**src/rtl/tap_tempo_detector.sv**
```systemverilog
// Tap-tempo detector: debounces a tap key, averages the last up to four tap
// intervals and reports the tempo in BPM as binary and as three BCD digits.
module tap_tempo_detector #(
    parameter int unsigned CLK_HZ       = 50000000,
    parameter int unsigned DEBOUNCE_CYC = 500000,
    parameter int unsigned TIMEOUT_CYC  = 150000000,
    parameter int unsigned BPM_MIN      = 30,
    parameter int unsigned BPM_MAX      = 250
) (
    input  logic       clock,
    input  logic       reset,
    input  logic       tap_n,
    output logic [7:0] bpm,
    output logic [3:0] hex0,
    output logic [3:0] hex10,
    output logic [3:0] hex100,
    output logic       bpm_valid,
    output logic       active
);

    localparam int unsigned DB_W = $clog2(DEBOUNCE_CYC);
    localparam logic [33:0] ONE_MIN = 34'(64'(CLK_HZ) * 64'd60);

    typedef enum logic [2:0] {
        IDLE,
        MEASURE,
        LOAD,
        DIVIDE,
        CLAMP,
        BCD,
        EMIT
    } state_t;

    state_t state, state_nx;

    logic            sync1, sync2;
    logic            armed;
    logic [DB_W-1:0] db_cnt;
    logic            tap_evt;

    logic [27:0]       period;
    logic [27:0]       ival;
    logic [3:0][27:0]  hist;
    logic [29:0]       sum;
    logic [2:0]        n;
    logic              record, drop;

    logic [33:0] dq;
    logic [29:0] rem;
    logic [30:0] trial;
    logic        fits;
    logic [5:0]  iter;
    logic [7:0]  clamp_b, b_reg;
    logic [19:0] dd, dd_adj, dd_next;

    assign tap_evt = armed & ~sync2;

    // Synchronizer and re-arm debouncer; any low sample restarts the release count.
    always_ff @(posedge clock) begin
        if (reset) begin
            sync1  <= 1'b1;
            sync2  <= 1'b1;
            armed  <= 1'b1;
            db_cnt <= '0;
        end else begin
            sync1 <= tap_n;
            sync2 <= sync1;
            if (tap_evt) begin
                armed  <= 1'b0;
                db_cnt <= '0;
            end else if (!armed) begin
                if (!sync2) begin
                    db_cnt <= '0;
                end else if (db_cnt == DB_W'(DEBOUNCE_CYC - 1)) begin
                    armed  <= 1'b1;
                    db_cnt <= '0;
                end else begin
                    db_cnt <= db_cnt + DB_W'(1);
                end
            end
        end
    end

    always_ff @(posedge clock) begin
        if (reset) begin
            period <= '0;
        end else if (tap_evt) begin
            period <= '0;
        end else if (period != '1) begin
            period <= period + 28'd1;
        end
    end

    // The counter is cleared in the tap cycle, so it lags the interval by one.
    assign ival = (period == '1) ? period : period + 28'd1;

    always_ff @(posedge clock) begin
        if (reset) begin
            state <= IDLE;
        end else begin
            state <= state_nx;
        end
    end

    always_comb begin
        state_nx  = state;
        record    = 1'b0;
        drop      = 1'b0;
        active    = (state != IDLE);
        bpm_valid = (state == EMIT);
        case (state)
            IDLE: begin
                if (tap_evt) state_nx = MEASURE;
            end
            MEASURE: begin
                if (tap_evt) begin
                    record   = 1'b1;
                    state_nx = LOAD;
                end else if (period >= 28'(TIMEOUT_CYC)) begin
                    drop     = 1'b1;
                    state_nx = IDLE;
                end
            end
            LOAD:    state_nx = DIVIDE;
            DIVIDE: begin
                if (iter == 6'd33) state_nx = CLAMP;
            end
            CLAMP:   state_nx = BCD;
            BCD: begin
                if (iter == 6'd7) state_nx = EMIT;
            end
            EMIT:    state_nx = MEASURE;
            default: state_nx = IDLE;
        endcase
    end

    always_comb begin
        trial = {rem, dq[33]};
        fits  = (trial >= {1'b0, sum});

        clamp_b = dq[7:0];
        if (dq < 34'(BPM_MIN)) begin
            clamp_b = 8'(BPM_MIN);
        end else if (dq > 34'(BPM_MAX)) begin
            clamp_b = 8'(BPM_MAX);
        end

        dd_adj = dd;
        for (int unsigned i = 0; i < 3; i++) begin
            if (dd_adj[8 + 4*i +: 4] >= 4'd5) begin
                dd_adj[8 + 4*i +: 4] = dd_adj[8 + 4*i +: 4] + 4'd3;
            end
        end
        dd_next = {dd_adj[18:0], 1'b0};
    end

    // dq holds the dividend bits still to be consumed and collects quotient bits behind them.
    always_ff @(posedge clock) begin
        if (reset) begin
            hist   <= '0;
            sum    <= '0;
            n      <= '0;
            dq     <= '0;
            rem    <= '0;
            iter   <= '0;
            b_reg  <= '0;
            dd     <= '0;
            bpm    <= '0;
            hex0   <= '0;
            hex10  <= '0;
            hex100 <= '0;
        end else begin
            if (drop) begin
                hist <= '0;
                sum  <= '0;
                n    <= '0;
            end else if (record) begin
                hist <= {hist[2:0], ival};
                sum  <= sum + 30'(ival) - ((n == 3'd4) ? 30'(hist[3]) : 30'd0);
                n    <= (n == 3'd4) ? 3'd4 : n + 3'd1;
            end

            case (state)
                LOAD: begin
                    dq   <= 34'(ONE_MIN * 34'(n));
                    rem  <= '0;
                    iter <= '0;
                end
                DIVIDE: begin
                    if (fits) begin
                        rem <= 30'(trial - {1'b0, sum});
                        dq  <= {dq[32:0], 1'b1};
                    end else begin
                        rem <= trial[29:0];
                        dq  <= {dq[32:0], 1'b0};
                    end
                    iter <= iter + 6'd1;
                end
                CLAMP: begin
                    b_reg <= clamp_b;
                    dd    <= {12'd0, clamp_b};
                    iter  <= '0;
                end
                BCD: begin
                    dd   <= dd_next;
                    iter <= iter + 6'd1;
                    if (iter == 6'd7) begin
                        bpm    <= b_reg;
                        hex100 <= dd_next[19:16];
                        hex10  <= dd_next[15:12];
                        hex0   <= dd_next[11:8];
                    end
                end
                default: ;
            endcase
        end
    end

endmodule
```
**config.mk**
```make
export PLATFORM = sky130hd
export DESIGN_NAME = tap_tempo_detector
export DESIGN_NICKNAME = d
export VERILOG_FILES = /design/src/rtl/tap_tempo_detector.sv
export SDC_FILE = /design/constraint.sdc
export NUM_CORES = 1
export LEC_CHECK = 0
export CORE_MARGIN = 5
export CORE_UTILIZATION = 42
export CTS_CLUSTER_SIZE = 14
export DETAILED_ROUTE_END_ITERATION = 10
export SETUP_SLACK_MARGIN = 0.15
export SLEW_MARGIN = 20
export SYNTH_ARGS = -nofsm -noshare
export SYNTH_HDL_FRONTEND = slang
export SYNTH_SLANG_ARGS = --single-unit
```
**constraint.sdc**
```tcl
create_clock -name clock -period 13.9 [get_ports clock]
set_clock_uncertainty 0.05 [all_clocks]
set_input_delay 2.085 -clock clock [delete_from_list [all_inputs] [get_ports clock]]
set_output_delay 2.085 -clock clock [all_outputs]
set_load 0.05 [all_outputs]
```
==> impl_metrics.toml, run 1 <==
[status]
status = "complete, no violations"

[global_route]
grt_pass1_wl_um = 64400
antenna_found_initial = 0
track_usage_pct = 17.1
grt_start_max_net_pins = 90
overflow = 0
grt_pass1_vias = 12700

[clock_network]
path_clk_slew_ns = 0.05
cts_resized = 0
clk_latency_ns = 0.55
cts-root-buf = "clkbuf_16"
htreeDepth = 2
ctsHoldBuffers = 0
cts_sinks = 316
clock_path_buffers = 3
post_cts_buffers = 0
tritoncts = "done"
cts_made_buffers = 38

[sta]
report.final.hold_viol_count = 0
slew_violations = 0
setup_viol = 0
period_needed_ns = 5.13
fmax_mhz = 195
tns_ns = 0
holdWs_ns = 0.358
rsz0062_at_grt = "false"
setup_ws_ns = 8.77
period_share_pct = 36.9
worst_slew_pin_slew_ns = 1.09
relSlewSlack_pct = 27.2

[routing]
drt-vias-per-instance = 5.29
avgRoutedWirePerCell_um = 14.6
num_vias = 14000
ant_nets = 0
drt_wl_total_um = 38500
drc = 0
dr.pass1.iters = 5
drtIter0Drc = 974

[min_path]
min-delay-path-class = "flop to flop"
whs_path_depth = 1
holdPathEnd = "sync2$_SDFF_PP1_"
min_from = "sync1$_SDFF_PP1_"

[logic_synthesis]
synthFlopType = "dfxtp_1"
synth.distinct_cells = 67
synth-seq-area-share_pct = 37.4
synth_edf_count = 0
synth-seq-cells = 316
synthArstFlopShare_pct = 0
synth_area_sq_um = 16900
yosysWarnings = 0
synth.avg_cell_area_sq_um = 7.94
syn_inst = 2132
syn_nets = 2255

[layout]
regMostFlops = "hist"
fin_area_sq_um = 18800
nets = 2214
top_regs = "hist x112, dq x34"
largest_register_ffs = 112
diodes = 0
drive_gt1_share_pct = 4.40
area_growth_pct = 10.8

[setup_path]
arrival_ns = 5.54
critPathMaxStageDelay_ns = 0.50
reg2reg_from = "period[2]$_SDFFE_PP0N_"
crit_path_max_fanout = 6
cp_num_buf_inv = 1
path_delay_family = "compound AO/OA/AOI/OAI gates"
crit_cells = 19
r2r_slack_ns = 8.77
path_class = "flop to flop"
start_kind = "flop"
path_cells = "nand3_1 -> nor3_1 -> nand3_1 -> or2_2 -> nor2_4 -> mux2i_1 -> fa_1 -> inv_1 -> ha_1 -> a21oi_1 -> o21ai_0 -> o2111ai_1 -> a211oi_1 -> o21bai_1 -> a21boi_0 -> o31ai_1 -> o2bb2ai_1 -> xor2_1 -> a211oi_1"
r2r_cells = 19
cp_slowest_cell = "fa_1"
end_kind = "flop"
r2r_end = "sum[23]$_SDFFE_PP0P_"
crit_required_ns = 14.31

[die]
chipHeight_um = 211
num_rows = 73
initial_core_util_pct = 42.5
io_pins = 25
dieArea_sq_um = 44400
die_width_um = 211
core_area_sq_um = 39800

[placed_design]
dpl-instance-area_sq_um = 17500
io_buffers = 24
gp_congestion = 0.896
hpwl_um = 26800
dp_slack_ns = 8.75

[power_and_ir_drop]
power_mw = 2.12
powerDensity_nw_per_um2 = 113
power.leakage_nw = 7.05
ir_worst_vdd_uv = 74.4

[job]
max-cap-violations = 0
==> power by group <==
part           internal (mW)  switching (mW)  total, mW  leakage [nW]
sequential             0.910         0.00376      0.913          2.55
combinational         0.0852           0.122      0.207          3.88
clock                  0.616           0.382      0.997         0.621
total                   1.61           0.507       2.12          7.05
==> synthesized netlist by cell type (all sizes together) (3+ instances only) <==
library cell / number / area share [%]
a211oi: 53 / 2.3
nand3b: 5 / 0.22
or3: 10 / 0.37
buf: 14 / 0.49
o21a: 17 / 0.75
a21oi: 227 / 6.7
o2111ai: 4 / 0.21
and3: 43 / 1.6
clkbuf: 102 / 2.3
a32oi: 10 / 0.52
nor2: 224 / 5.0
nor2b: 19 / 0.70
or2: 10 / 0.37
a311oi: 16 / 0.83
nand2b: 20 / 0.74
xnor2: 50 / 2.6
and2: 3 / 0.11
a22oi: 3 / 0.13
o21ai: 58 / 1.7
a21o: 34 / 1.5
mux2i: 24 / 1.4
nand3: 51 / 1.5
dfxtp: 316 / 37
o21bai: 8 / 0.35
or4: 3 / 0.13
nand4: 20 / 0.74
o31ai: 13 / 0.58
a31oi: 14 / 0.52
a311o: 4 / 0.24
inv: 115 / 2.5
nor4b: 4 / 0.30
fa: 34 / 4.0
nand2: 378 / 8.4
xor2: 48 / 2.5
nor3b: 13 / 0.58
nor3: 21 / 0.62
nor4: 13 / 0.48
ha: 86 / 6.4
a2bb2oi: 3 / 0.16
a22o: 3 / 0.16
o211ai: 14 / 0.62
==> metal layers <==
metal	share of wire, %	GRT usage [%]	vias up	wire length [um]
met5	0	0	-	0
met2	41	24.8	218	16000
met4	2.2	5.05	0	831
met1	52	26.0	6469	20000
met3	4.4	2.93	62	1680
li1	-	-	7225	-
==> layout make-up <==
class	instances	area, sq um
multi-input cells	1584	9740
inverters	116	435
flip-flops and latches	316	6330
clock buffers	59	1210
repair buffers	35	325
well taps	525	657
fillers	3910	21100
clock inverters	6	62.6
==> logic make-up (layout without fill, tap and decap cells) <==
logic type / Yosys count / in the layout / share of synthesized area, %
muxes: 24 / 24 / 1.42
buffers and inverters: 232 / 216 / 5.32
DFF: 316 / 316 / 37.4
xor gates and xnor gates: 98 / 98 / 5.07
AOI/OAI and AO/OA: 502 / 502 / 18.5
adders and majority gates: 120 / 120 / 10.4
and+or+nand+nor: 840 / 840 / 22.0
==> stage by stage <==
| stage | std cells | util, % |
|---|---|---|
| floorplan | 2132 | - |
| global placement | 2575 | 43.9 |
| detailed placement | 2576 | 43.9 |
| CTS | 2641 | 47.1 |
| global route | 2641 | 47.1 |
| finish | 2641 | 47.1 |
==> placed cells by master (no fill, tap or decap), types with 34 or more instances in the layout <==
master / instances
a211oi_1: 53
nand3_1: 50
fa_1: 34
inv_1: 115
ha_1: 85
xor2_1: 48
a21o_1: 34
dfxtp_1: 315
and3_1: 42
clkbuf_16: 41
nor2_1: 222
nand2_1: 378
a21oi_1: 227
o21ai_0: 56
xnor2_1: 50
==> worst max path at each step <==
stage                                       to                    from
final                     sum[23]$_SDFFE_PP0P_  period[2]$_SDFFE_PP0N_
after global routing      sum[23]$_SDFFE_PP0P_  period[2]$_SDFFE_PP0N_
after CTS                 sum[26]$_SDFFE_PP0P_  period[2]$_SDFFE_PP0N_
after detailed placement  sum[26]$_SDFFE_PP0P_  period[2]$_SDFFE_PP0N_
after global placement    sum[26]$_SDFFE_PP0P_  period[2]$_SDFFE_PP0N_
after floorplan           sum[26]$_SDFFE_PP0P_  period[2]$_SDFFE_PP0N_
Power figures use the tool's default switching activity.
==> run 2: changes to the inputs <==
- clock period: 13.9 -> 5.1 ns (I/O delays scaled with it)
==> run 2 against run 1 <==
Non-clock buffer count grew 22. Sequential cell count is the same. Total power grew to 2.7 times the previous value. Sequential share of layout area shrank 0.46 points. First-iteration DRC count grew 0.21%. Clock power grew to 2.6 times the previous value. Final cell count grew 0.76%. Design area grew 1.5%. Global-route usage grew 0.24 points. Largest cell class unchanged. Highest routed layer unchanged.
==> impl_metrics.toml, run 2 (synthesized netlist as in run 1, its figures left out) <==
[routing]
drc = 0
drt_wl_total_um = 39000
drtIter0Drc = 976
route.met2.wl_um = 16300
ant_nets = 0
dr.pass1.iters = 5
drt-vias-per-instance = 5.30
avgRoutedWirePerCell_um = 14.7
num_vias = 14100
routed-wl-met3_um = 1220
top_layer_used = "met4"
wl_met1_um = 20700

[setup_path]
crit_required_ns = 5.49
path_cells = "nand3_2 -> nor3_4 -> nand3_2 -> or2_2 -> nor2_4 -> nor4_1 -> xnor2_1 -> buf_4 -> fa_1 -> inv_1 -> ha_1 -> o21a_1 -> o21a_1 -> nor2_1 -> nor4b_4 -> o211ai_1 -> and2_4 -> o31ai_4 -> o41ai_2 -> or4_1 -> o311ai_1"
reg2reg_from = "period[4]$_SDFFE_PP0N_"
end_kind = "flop"
cp_slowest_cell = "fa_1"
start_kind = "flop"
r2r_cells = 21
r2r_end = "sum[26]$_SDFFE_PP0P_"
path_class = "flop to flop"
r2r_slack_ns = 0.37
arrival_ns = 5.13
crit_path_max_fanout = 6
critPathMaxStageDelay_ns = 0.47

[power_and_ir_drop]
power.leakage_nw = 7.18
swShare_pct = 24.1
ir_worst_vdd_uv = 218
power_frac_clock_pct = 45.6
internal-power_mw = 4.33
comb_power_share_pct = 10.9
powerDensity_nw_per_um2 = 300
power_mw = 5.71
switchingPower_mw = 1.38
pwr-share-seq_pct = 43.6

[placed_design]
gp_congestion = 0.869
hpwl_um = 27300
io_buffers = 24

[clock_network]
clk_latency_ns = 0.54
cts_sinks = 316
htreeDepth = 2
path_clk_slew_ns = 0.06
cts-root-buf = "clkbuf_16"
tritoncts = "done"
clock_path_buffers = 3
cts_made_buffers = 37

[min_path]
whs_path_depth = 1
min_from = "sync1$_SDFF_PP1_"
holdPathEnd = "sync2$_SDFF_PP1_"
min-delay-path-class = "flop to flop"

[sta]
period_share_pct = 92.8
period_needed_ns = 4.73
tns_ns = 0
relSlewSlack_pct = 32.0
fmax_mhz = 211
report.final.hold_viol_count = 0
slew_violations = 0
holdWs_ns = 0.364
rsz0062_at_grt = "false"
setup_viol = 0
worst_slew_pin_slew_ns = 1.02

[global_route]
grt_pass1_vias = 13000
antenna_found_initial = 0
grt_start_max_net_pins = 69
track_usage_pct = 17.4
overflow = 0
grt_pass1_wl_um = 65500

[job]
max-cap-violations = 0

[die]
io_pins = 25
num_rows = 73
chipHeight_um = 211
die_width_um = 211
dieArea_sq_um = 44400
initial_core_util_pct = 42.5
core_area_sq_um = 39800

[layout]
top_regs = "hist x112, dq x34"
final_common_cell = "nand2_1"
drive_gt1_share_pct = 6.46
largest_register_ffs = 112
area_growth_pct = 12.4
nets = 2235
regMostFlops = "hist"
final_cell_mix = "nand2_1 (378), dfxtp_1 (311), a21oi_1 (225), nor2_1 (221), inv_1 (115)"
diodes = 0

[status]
status = "complete, no violations"
-- run 2: area by class of cell --
class                           instances  area (sq um)
Tap cell                              525           657
Timing Repair Buffer                   57           508
Clock buffer                           58          1150
Clock inverter                          5          56.3
Inverter                              116           435
Sequential cell                       316          6330
Fill cell                            3920         20800
Multi-Input combinational cell       1584          9900
-- run 2: repair_timing --
item | 4_1_cts | 5_1_grt
hold buffers | 0 | 0
gates resized for setup | 1 | 35
setup endpoints to repair | 2 | 9
pin swaps | 1 | 7
endpoints found under the hold margin | 0 | 0
setup buffers | 1 | 4
-- run 2: routing by layer --
metal / vias up / global-route usage (%)
met5: - / 0
met1: 6631 / 26.5
met4: 0 / 4.67
li1: 7262 / -
met2: 168 / 25.6
met3: 49 / 2.48
-- run 2: critical path: cells and delay by family (launching register included) --
family	cells	cell delay, ns
flip-flops	1	0.40
AND/OR/NAND/NOR	10	2.16
XOR/XNOR	1	0.14
buffers and inverters	2	0.20
AO/OA/AOI/OAI	6	0.89
adder cells (fa/ha/maj)	2	0.79
-- run 2: worst max path at each step --
stage,slack (ns),cells after the start,from,end
3_3_place_gp,0.22,20,period[2]$_SDFFE_PP0N_,sum[29]$_SDFFE_PP0P_
5_1_grt,0.09,21,period[4]$_SDFFE_PP0N_,sum[29]$_SDFFE_PP0P_
2_1_floorplan,0.71,19,period[2]$_SDFFE_PP0N_,sum[26]$_SDFFE_PP0P_
3_5_place_dp,0.14,20,period[2]$_SDFFE_PP0N_,sum[29]$_SDFFE_PP0P_
6_report,0.37,21,period[4]$_SDFFE_PP0N_,sum[26]$_SDFFE_PP0P_
4_1_cts,0.22,19,period[11]$_SDFFE_PP0N_,sum[26]$_SDFFE_PP0P_
-- run 2: per-stage QoR --
step,cell area [sq um],utilization (%),cells,setup WS (ns)
after global routing,19000,47.8,2661,0.0899
final,19000,47.8,2661,0.367
after floorplan,16900,-,2132,0.709
after global placement,17600,44.3,2593,0.216
after detailed placement,17600,44.3,2593,0.136
after CTS,18800,47.3,2657,0.224
-- run 2: power by group through the flow --
stage | logic, mW | clock network (mW) | registers, mW
after floorplan | 0.469 | 0 | 2.54
after global placement | 0.575 | 0 | 2.54
after detailed placement | 0.576 | 0 | 2.54
after CTS | 0.579 | 2.68 | 2.49
after global routing | 0.690 | 2.79 | 2.49
final | 0.620 | 2.60 | 2.49
